==> config.mk <==
export PLATFORM = sky130hd
export DESIGN_NAME = lsu_mem_unit
export DESIGN_NICKNAME = d
export VERILOG_FILES = /design/src/rtl/lsu_mem_unit.sv
export SDC_FILE = /design/constraint.sdc
export NUM_CORES = 1
export LEC_CHECK = 0
export BUFFER_PORTS_ARGS = -buffer_cell sky130_fd_sc_hd__buf_2
export CAP_MARGIN = 20
export CORE_MARGIN = 4
export CORE_UTILIZATION = 25
export CTS_CLUSTER_DIAMETER = 120
export DETAILED_ROUTE_END_ITERATION = 12
export RECOVER_POWER = 25
export SYNTH_ARGS = -nofsm -noshare
export SYNTH_HDL_FRONTEND = slang
export SYNTH_SLANG_ARGS = --single-unit
==> constraint.sdc <==
create_clock -name clk -period 4.8 [get_ports clk]
set_input_delay 0.48 -clock clk [delete_from_list [all_inputs] [get_ports clk]]
set_output_delay 0.48 -clock clk [all_outputs]
set_load 0.005 [all_outputs]
==> src/rtl/lsu_mem_unit.sv <==
// Load/store unit between the execute stage and a variable-latency data memory.
// Handles byte lanes, write masks and load extension. A misaligned access that
// crosses a bus word is split into two beats, or rejected with rsp_err when
// splitting is disabled. One bus beat is outstanding at a time.
module lsu_mem_unit #(
  parameter int unsigned XLEN           = 64,
  parameter int unsigned AW             = 64,
  parameter bit          MISALIGN_SPLIT = 1'b1
) (
  input  logic              clk,
  input  logic              rstn,
  // core side
  input  logic              req_valid,
  output logic              req_ready,
  input  logic              req_we,
  input  logic [2:0]        req_op,
  input  logic [AW-1:0]     req_addr,
  input  logic [XLEN-1:0]   req_wdata,
  output logic              rsp_valid,
  output logic [XLEN-1:0]   rsp_rdata,
  output logic              rsp_err,
  // memory side
  output logic              mem_req,
  input  logic              mem_gnt,
  output logic              mem_we,
  output logic [AW-1:0]     mem_addr,
  output logic [XLEN-1:0]   mem_wdata,
  output logic [XLEN/8-1:0] mem_wmask,
  input  logic              mem_rvalid,
  input  logic [XLEN-1:0]   mem_rdata
);

  localparam int unsigned BYTES = XLEN / 8;
  localparam int unsigned OW    = $clog2(BYTES);

  typedef enum logic [2:0] {
    StIdle,
    StReq0,
    StWait0,
    StReq1,
    StWait1,
    StResp
  } state_e;

  state_e state_q, state_d;

  // Latched request
  logic            we_q;
  logic [2:0]      op_q;
  logic [AW-1:0]   addr_q;
  logic [XLEN-1:0] wdata_q;
  logic            cross_q;
  logic [XLEN-1:0] beat0_q;

  logic            rsp_valid_q;
  logic            rsp_err_q;
  logic [XLEN-1:0] rsp_rdata_q;

  // Incoming request decode
  logic [3:0]      req_size;
  logic [OW-1:0]   req_off;
  logic            req_illegal;
  logic            req_cross;
  logic            req_reject;

  // Latched request decode
  logic [3:0]          size;
  logic [OW-1:0]       off;
  logic [2*BYTES-1:0]  lane_mask;
  logic [2*XLEN-1:0]   lane_data;
  logic [AW-1:0]       base_addr;
  logic [XLEN-1:0]     word0;
  logic [XLEN-1:0]     word1;
  logic [XLEN-1:0]     raw;
  logic [XLEN-1:0]     shl;
  logic [XLEN-1:0]     load_ext;
  int unsigned         nbits;
  int unsigned         sh;

  // Classify the request presented on the core port
  always_comb begin
    req_size    = 4'd1 << req_op[1:0];
    req_off     = req_addr[OW-1:0];
    req_illegal = (req_op == 3'b111) ||
                  ((XLEN == 32) && ((req_op[1:0] == 2'b11) || (req_op == 3'b110)));
    req_cross   = (32'(req_off) + 32'(req_size)) > BYTES;
    req_reject  = req_illegal || (req_cross && !MISALIGN_SPLIT);
  end

  // Lane placement of the latched access across the two possible beats
  always_comb begin
    size      = 4'd1 << op_q[1:0];
    off       = addr_q[OW-1:0];
    lane_mask = '0;
    for (int i = 0; i < int'(BYTES); i++) begin
      if (4'(i) < size) lane_mask[i] = 1'b1;
    end
    lane_mask = lane_mask << off;
    // Upper half of the double-wide shift is exactly the beat-1 portion
    lane_data = {{XLEN{1'b0}}, wdata_q} << {off, 3'b000};
    base_addr = addr_q & ~AW'(BYTES - 1);
  end

  // Assemble load bytes from the captured and in-flight beats, then extend
  always_comb begin
    word0 = (state_q == StWait0) ? mem_rdata : beat0_q;
    word1 = (state_q == StWait1) ? mem_rdata : '0;
    raw   = XLEN'({word1, word0} >> {off, 3'b000});
    nbits = 32'd8 << op_q[1:0];
    sh    = (nbits >= XLEN) ? 32'd0 : (XLEN - nbits);
    shl   = raw << sh;
    if (op_q[2]) load_ext = shl >> sh;
    else         load_ext = $unsigned($signed(shl) >>> sh);
  end

  // Next-state logic
  always_comb begin
    state_d = state_q;
    case (state_q)
      StIdle:  if (req_valid) state_d = req_reject ? StResp : StReq0;
      StReq0:  if (mem_gnt) state_d = StWait0;
      StWait0: if (mem_rvalid) state_d = cross_q ? StReq1 : StResp;
      StReq1:  if (mem_gnt) state_d = StWait1;
      StWait1: if (mem_rvalid) state_d = StResp;
      StResp:  state_d = StIdle;
      default: state_d = StIdle;
    endcase
  end

  // Bus outputs are decoded from state and latched fields so they hold while stalled
  always_comb begin
    mem_req   = 1'b0;
    mem_we    = 1'b0;
    mem_addr  = '0;
    mem_wdata = '0;
    mem_wmask = '0;
    if (state_q == StReq0) begin
      mem_req   = 1'b1;
      mem_we    = we_q;
      mem_addr  = base_addr;
      mem_wdata = lane_data[XLEN-1:0];
      mem_wmask = we_q ? lane_mask[BYTES-1:0] : '0;
    end else if (state_q == StReq1) begin
      mem_req   = 1'b1;
      mem_we    = we_q;
      mem_addr  = base_addr + AW'(BYTES);
      mem_wdata = lane_data[2*XLEN-1:XLEN];
      mem_wmask = we_q ? lane_mask[2*BYTES-1:BYTES] : '0;
    end
  end

  // State, request latch, beat capture and registered response
  always_ff @(posedge clk or negedge rstn) begin
    if (!rstn) begin
      state_q     <= StIdle;
      we_q        <= 1'b0;
      op_q        <= '0;
      addr_q      <= '0;
      wdata_q     <= '0;
      cross_q     <= 1'b0;
      beat0_q     <= '0;
      rsp_valid_q <= 1'b0;
      rsp_err_q   <= 1'b0;
      rsp_rdata_q <= '0;
    end else begin
      state_q <= state_d;
      if ((state_q == StIdle) && req_valid) begin
        we_q    <= req_we;
        op_q    <= req_op;
        addr_q  <= req_addr;
        wdata_q <= req_wdata;
        cross_q <= req_cross;
      end
      if ((state_q == StWait0) && mem_rvalid) beat0_q <= mem_rdata;
      rsp_valid_q <= (state_d == StResp);
      rsp_err_q   <= (state_q == StIdle) && (state_d == StResp);
      rsp_rdata_q <= ((state_d == StResp) && (state_q != StIdle) && !we_q) ? load_ext : '0;
    end
  end

  assign req_ready = (state_q == StIdle);
  assign rsp_valid = rsp_valid_q;
  assign rsp_err   = rsp_err_q;
  assign rsp_rdata = rsp_rdata_q;

endmodule

-- Word level (Yosys, flattened, before mapping)
Index checks and enable logic that the tools add are counted.
- input bits: 201
- logic and storage cells: 79
- output and inout port bits: 205
- register bits after elaboration: 266
- eq/ne operators: 6
- reductions and logical operators: 8
- muxes and demuxes: 33
- shift-type cells: 9
- add/subtract/negate cells: 3
- $lt $le $gt $ge: 10
- operator list (operator ; count):
    two-way mux 64 bit ; 8
    left shift 64 x 6 -> 128 bit ; 1
    >> shifter 128 x 6 -> 64 bit ; 1
    adder 64 x 4 -> 64 bit, second input constant ; 1
    left shift 64 x 32 -> 64 bit ; 1
    >> shifter 64 x 32 -> 64 bit ; 1
    >>> shifter 64 x 32 -> 64 bit ; 1
    greater-or-equal comparator 32 x 7 -> 1 bit, second input constant ; 1
    two-way mux 32 bit ; 1
    two-way mux 8 bit ; 4
    left shift 4 x 2 -> 32 bit, first input constant ; 1
    subtractor 7 x 32 -> 32 bit, first input constant ; 1
    two-way mux 3 bit ; 7
    less-than comparator 3 x 4 -> 1 bit, first input constant ; 4
    left shift 8 x 3 -> 16 bit ; 1
    case mux 3 bit (5 select lines) ; 1
    two-way mux 1 bit ; 12
    == test 3 bit, second input constant ; 3
    less-than comparator 1 x 4 -> 1 bit, first input constant ; 2
    less-than comparator 2 x 4 -> 1 bit, first input constant ; 2
    left shift 1 x 2 -> 4 bit, first input constant ; 2
    == test 3 x 2 -> 1 bit, second input constant ; 2
    adder 3 x 4 -> 5 bit ; 1
    greater-than comparator 5 x 4 -> 1 bit, second input constant ; 1
    5 further kinds ; 9

-- Logic depth before layout (Yosys ltp)
Gate-level depths: netlist of the first run.
- word-level depth: 8
- depth in mapped cells: 18
- depth with buffers taken out: 11

-- Worst setup path before layout of the first run
OpenSTA, ideal clock, no wires.
- path kind: register to register
- from: register op_q[0]
- to: register rsp_rdata_q[8], in the netlist rsp_rdata[8]
- setup slack: 0.579 ns
- path buffers: 6
- clock period less this slack: 4.221 ns
- cell stages (with the launch flop): 17
- setup time: 0.122 ns
- required time: 4.678 ns
- arrival: 4.100 ns
- cells stage by stage: dfrtp_1 -> clkbuf_1 -> and2_0 -> clkbuf_1 -> buf_1 -> buf_1 -> ha_1 -> clkbuf_1 -> or3_1 -> clkbuf_1 -> nor3_1 -> a22o_1 -> or4b_4 -> o21ai_4 -> o32ai_1 -> a221o_1 -> a32o_1
- cells in the longest elaborated chain, start to end: 7
- elaborated cells between the ends (all ways): 9
- those cells by class: add/sub: 1; order compare: 1; shift: 4; mux: 3
- ends and longest elaborated chain (item ; line ; source):
    start, declared ; 49 ; logic [2:0] op_q;
    start signal, assigned ; 169 ; op_q <= req_op;
    left shift 4 x 2 -> 32 bit (*) ; 109 ; nbits = 32'd8 << op_q[1:0];
    subtractor 7 x 32 -> 32 bit / greater-or-equal comparator 32 x 7 -> 1 bit (equally long branches) ; 110 ; sh = (nbits >= XLEN) ? 32'd0 : (XLEN - nbits);
    two-way mux 32 bit (*) ; 110 ;
    left shift 64 x 32 -> 64 bit ; 111 ; shl = raw << sh;
    >>> shifter 64 x 32 -> 64 bit / >> shifter 64 x 32 -> 64 bit (equally long branches) ; 113, 112 ;
    two-way mux 64 bit (*) ; 112 ; if (op_q[2]) load_ext = shl >> sh;
    two-way mux 64 bit (*) ; 177 ; rsp_rdata_q <= ((state_d == StResp) && (state_q != StIdle) && !we_q) ? load_ext : '0;
    end signal, assigned ; 177 ;
    end, declared ; 57 ; logic [XLEN-1:0] rsp_rdata_q;
Every way passes the cells marked *; elsewhere a longest branch is shown, timed or not.
A chain may end at the register's enable or synchronous reset.

-- Worst setup path after layout of the first run
- from: register op_q[1]
- to: register rsp_rdata_q[25], in the netlist rsp_rdata[25]
Same word-level chain as after synthesis.

==> impl_metrics.ini, run 1 <==
[floorplan]
pin_count = 406
core-area_um2 = 77600
row_count = 102
die_width_um = 288
die_area_um2 = 83100
initial_core_util_pct = 25.3
die_y_um = 288

[global_route]
grt_pass1_wl_mm = 130
grt_max_degree = 144
grt_overflow = 0
grt_pass1_vias = 19310
antenna_found_initial = 19
grt.total_usage_pct = 20.9

[setup_path]
path_class = reg2reg
timing.critical_path.arrival_ns = 4.99
cp_data_required_time_ns = 5.24
r2r-start = op_q[1]
cp-start-kind = register
worst_setup_path_end_kind = register
r2r_slack_ns = 0.25
worstRegToRegCells = 10
cp_max_fo = 16
rr_endpoint = rsp_rdata[25]

[timing]
setup_ws_ns = 0.252
final-hold-violation-count = 0
finalCriticalPeriod_ns = 4.55
slew-limit-headroom_pct = -79.6
setup_viol = 0
tightest_slew_ns = 2.69
report.final.slew_viol_count = 89
timing.fmax_mhz = 220
rsz0062_at_grt = no
post-route-period-util_pct = 94.7
tns_ns = 0
clock_skew_ns = 0.0352

[yosys]
synth_cells = 2134
synth_edf_count = 0
async_flop_share_pct = 100
ys_types = 89
synthTopCellsByArea = dfrtp_1, mux2_2, mux4_2
synth.avg_cell_area_um2 = 9.20
seq_area_frac_synth_pct = 33.9
ys_warn_count = 0
netlist.area_leader.share_pct = 33.9
synthFlopType = dfrtp_1
netlist_area_um2 = 19600
ys_ff_latch = 266
yosysTopAreaCell = dfrtp_1

[placed_design]
gp_congestion = 0.954
dp_slack_ns = 0.561
io_buffer_count = 402
dp.cells = 3488
dp_hpwl_mm = 69.2

[finish]
nets = 2696
layout-drive-gt1-share_pct = 32.5
finalNonFillerCells = 3561
utilization_pct = 31.0
syn2layout_area_growth_pct = 22.5

[hold_path]
min_path_type = in2reg
min_path_cells = 2
whs_endpoint = wdata_q[27]
hold_start = req_wdata[27]

[power]
power.total_w = 0.0197
p_leak_nw = 10.3
vdd_drop_max_v = 0.000361
pwr_density_cell_nw_per_um2 = 818

[route]
drc = 0
wire_per_inst_um = 25.2
vias_per_cell = 5.48
dr.pass1.iters = 6
wirelength_mm = 89.7
antenna_left = 0
vias = 19531
drt-initial-drc-count = 2049

[clock_tree]
clk_latency_ns = 0.57
cts_root_buffer = clkbuf_16
post_cts.repair.setup_buffers = 0
numCtsBuffers = 35
h-tree-depth = 2
clock_path_buffers = 3
cts_num_sinks = 266
clk_pin_slew_worst_paths_ns = 0.06
cts_tree = built

[job]
maxCapViolations = 1

[status]
status = complete, but fails checks
violations = capacitance limit, slew limit
==> stage by stage <==
step | hold slack (ns) | instance area, um2
4_1_cts | 0.105 | 24100
5_1_grt | 0.119 | 24000
6_report | 0.138 | 24000
2_1_floorplan | 0.184 | 19600
3_3_place_gp | 0.485 | 22900
3_5_place_dp | 0.496 | 22900
==> final cells by class <==
| type | count | area (um2) |
|---|---|---|
| clock inverters | 16 | 188 |
| inverters | 32 | 121 |
| multi-input cells | 1666 | 12100 |
| repair buffers | 485 | 2620 |
| well taps | 1040 | 1300 |
| fillers | 8360 | 53500 |
| clock buffers | 48 | 1010 |
| flip-flops and latches | 266 | 6670 |
| diodes | 8 | 20.0 |
==> cell usage in the layout, fill, tap and decap left out, types with 27 or more instances in the layout <==
cell type,netlist,routed
xor2_1,35,35
mux2_2,241,241
o22ai_1,40,40
and3_1,27,27
o21ai_0,110,110
mux4_2,45,45
nand2_1,264,264
inv_1,30,29
clkbuf_1,98,53
nand3_1,44,44
nor2_1,173,173
buf_2,28,353
buf_4,9,77
a22oi_1,77,77
a21oi_1,123,123
clkbuf_16,0,35
nor3_1,40,38
dfrtp_1,266,263
mux2i_1,100,100
==> per-layer routing <==
layer  GRT usage (%)  wire length, um
met1            25.6            34200
met2            35.7            43700
met5               0               96
met4            6.63             3440
met3            5.47             8290
==> how the worst max path moves through the flow <==
stage	slack, ns	cells after the start	start	to
2_1_floorplan	0.58	16	op_q[0]	rsp_rdata[8]
3_3_place_gp	0.59	10	op_q[1]	rsp_rdata[25]
3_5_place_dp	0.56	10	op_q[1]	rsp_rdata[25]
4_1_cts	0.44	8	op_q[1]	mem_wmask[5]
5_1_grt	0.14	10	op_q[1]	rsp_rdata[25]
6_report	0.25	10	op_q[1]	rsp_rdata[25]
==> sequential cells by signal (all words and copies together), names as in the netlist <==
register   cells
addr_q        64
beat0_q       64
cross_q        1
op_q           3
rsp_err        1
rsp_rdata     64
rsp_valid      1
state_q        3
wdata_q       64
we_q           1
==> cells by family (layout without fill, tap and decap cells) <==
group | Yosys count | after routing | synth area share [%]
xor gates and xnor gates | 52 | 52 | 2.32
DFF | 266 | 266 | 33.9
adders and majority gates | 9 | 9 | 0.612
AOI/OAI and AO/OA | 562 | 562 | 19.1
and+or+nand+nor | 653 | 653 | 15.3
buffers and inverters | 204 | 581 | 4.63
muxes | 387 | 387 | 24.2
other | 1 | 11 | 0.0191
==> cells in the mapped netlist (15+ instances only) <==
| library cell | number |
|---|---|
| clkbuf_1 | 98 |
| a31oi_1 | 16 |
| nor2_1 | 173 |
| o211ai_1 | 22 |
| nand2_1 | 264 |
| a22oi_1 | 77 |
| buf_1 | 27 |
| inv_1 | 30 |
| buf_2 | 28 |
| xnor2_1 | 17 |
| mux4_2 | 45 |
| or3_1 | 18 |
| dfrtp_1 | 266 |
| nand3_1 | 44 |
| nand4_1 | 15 |
| o22ai_1 | 40 |
| nor3_1 | 40 |
| o21ai_0 | 110 |
| mux2i_1 | 100 |
| a21oi_1 | 123 |
| a211oi_1 | 22 |
| mux2_2 | 241 |
| and3_1 | 27 |
| xor2_1 | 35 |
==> power by group <==
part | switching (W) | internal (W) | total, W | leakage, nW
Combinational | 0.00772 | 0.00491 | 0.0126 | 6.44
Clock | 0.00111 | 0.00166 | 0.00277 | 0.594
Sequential | 0.00111 | 0.00315 | 0.00426 | 3.29
Total | 0.00994 | 0.00972 | 0.0197 | 10.3
==> critical path, cell delays in order, from the launching register on <==
cell,delay [ns]
dfrtp_1,0.69
or2_0,0.75
inv_1,0.53
nor3_2,0.63
a22o_1,0.23
or3_1,0.19
nor4_4,0.10
buf_4,0.18
nor3_2,0.56
nand2_1,0.25
a311oi_1,0.31
==> what timing repair did <==
item                                   4_1_cts  5_1_grt
resized for setup                            0        0
endpoints found under the hold margin       18        0
hold buffers                                 1        0
Note: power is estimated with default switching activity, not from simulation.
==> inputs of run 2 (changes only) <==
CORE_UTILIZATION = 35   (was 25)
==> run 2 against run 1 <==
Against the previous run:
- the run still ends with capacitance limit, slew limit left
- via count is 1.1% higher
- clock power is 3% lower
- final area is 1.4% lower
- maximum frequency is 6.0% higher
- power is 1.3% higher
- flip-flop and latch count stayed put
- die area is 28% lower
- sequential power hardly changed
- sequential share of layout area is 0.40 points higher
- hold slack worse by 0.017 ns
- worst setup slack better by 0.26 ns
- critical endpoint is now rsp_rdata[12]
==> impl_metrics.ini, run 2 (synthesis gave the netlist of run 1 again) <==
[status]
status = complete, but fails checks
violations = capacitance limit, slew limit

[setup_path]
cp-start-kind = register
cp_cell_sequence = and2_1, inv_1, ha_1, or3_1, nor3_1, a22o_1, or4b_4, o21ai_4, nor4_1, o21ai_0, a221oi_1
cp_max_fo = 12
slowest_delay_ns = 0.76
r2r_slack_ns = 0.51
cp_data_required_time_ns = 5.22
worst_setup_path_end_kind = register
timing.critical_path.arrival_ns = 4.71
slowest_stage = nor4_1
path_class = reg2reg

[floorplan]
core-area_um2 = 55300
pin_count = 406
die_area_um2 = 60000
row_count = 86
die_width_um = 245
die_y_um = 245
initial_core_util_pct = 35.5

[global_route]
grt_pass1_wl_mm = 129
grt_overflow = 0
antenna_found_initial = 13
grt.total_usage_pct = 28.2
grt_pass1_vias = 19962
grt_max_degree = 111

[timing]
slew-limit-headroom_pct = -91.8
clock_skew_ns = 0.0293
setup_ws_ns = 0.510
rsz0062_at_grt = no
report.final.slew_viol_count = 102
finalCriticalPeriod_ns = 4.29
timing.fmax_mhz = 233
tns_ns = 0
holdWs_ns = 0.121
final-hold-violation-count = 0
post-route-period-util_pct = 89.4
setup_viol = 0
tightest_slew_ns = 2.88

[finish]
syn2layout_area_growth_pct = 20.7
fillers = 5544
layout_common_cells = buf_2, nand2_1, dfrtp_1
regArea_um2 = 6670
layout_commonest_cell = buf_2
finalNonFillerCells = 3277
layout-drive-gt1-share_pct = 32.5
multi_input_area_um2 = 12100
nets = 2707

[placed_design]
io_buffer_count = 402
gp_congestion = 1.01
dp.cells = 3207
dp_slack_ns = 0.852
dp_hpwl_mm = 67.1

[route]
drt-initial-drc-count = 1806
wirelength_mm = 87.8
wire_per_inst_um = 26.8
vias_per_cell = 6.03
drc = 0
antenna_left = 0
dr.pass1.iters = 5
vias = 19746

[job]
maxCapViolations = 1

[clock_tree]
cts_root_buffer = clkbuf_16
numCtsBuffers = 35
clk_pin_slew_worst_paths_ns = 0.07
cts_num_sinks = 266
clk_latency_ns = 0.56
cts_tree = built
h-tree-depth = 2
post_cts.repair.setup_buffers = 0
clock_path_buffers = 3

[power]
pwr_density_cell_nw_per_um2 = 840
vdd_drop_max_v = 0.000457
power.total_w = 0.0199
p_leak_nw = 10.3

[hold_path]
min_path_type = in2reg
==> run 2: worst max-delay path: cells and delay by family, from the launching register on <==
kind / cells / cell delay (ns)
adders and majority gates: 1 / 0.32
and+or+nand+nor: 5 / 2.33
DFF: 1 / 0.53
buffers and inverters: 1 / 0.06
AOI/OAI and AO/OA: 4 / 0.92
==> run 2: power breakdown <==
group          leakage (nW)  switching [W]  total [W]  internal [W]
logic                  6.48        0.00799     0.0130       0.00500
clock network         0.568        0.00109    0.00268       0.00159
registers              3.29        0.00109    0.00424       0.00315
total                  10.3         0.0102     0.0199       0.00974
==> run 2: final timing paths <==
path | from | cells past startpoint | end
setup / recovery | op_q[0] | 11 | rsp_rdata[12]
hold / removal | req_addr[28] | 3 | addr_q[28]
setup reg to reg | op_q[0] | 11 | rsp_rdata[12]
hold reg to reg | beat0_q[1] | 1 | beat0_q[1]
max in group asynchronous | rstn | 2 | addr_q[1]
min in group asynchronous | rstn | 2 | beat0_q[50]
==> run 2: through the flow <==
| step | area [um2] | util (%) |
|---|---|---|
| finish | 23700 | 42.9 |
| global route | 23700 | 42.8 |
| CTS | 23800 | 43.0 |
| detailed placement | 22600 | 40.8 |
| global placement | 22600 | 40.8 |
| floorplan | 19600 | - |
==> run 2: cell type report <==
class | instances | area share (%)
antenna | 8 | 0.0845
clock buffer | 49 | 4.25
clock inverter | 12 | 0.660
inverter | 32 | 0.512
multi-input combinational | 1666 | 51.1
sequential | 266 | 28.1
tap | 748 | 3.95
timing repair buffer | 496 | 11.4
==> run 2: what timing repair did <==
action	in CTS	in global routing
hold buffers	1	0
gates resized for setup	0	0
endpoints found under the hold margin	12	0
==> run 2: per-layer routing <==
layer	up-vias	wire, um	GRT usage [%]
li1	8689	-	-
met1	9899	33200	33.2
met2	926	43800	49.9
met3	220	6790	6.31
met4	12	3960	11.1
met5	-	75	0
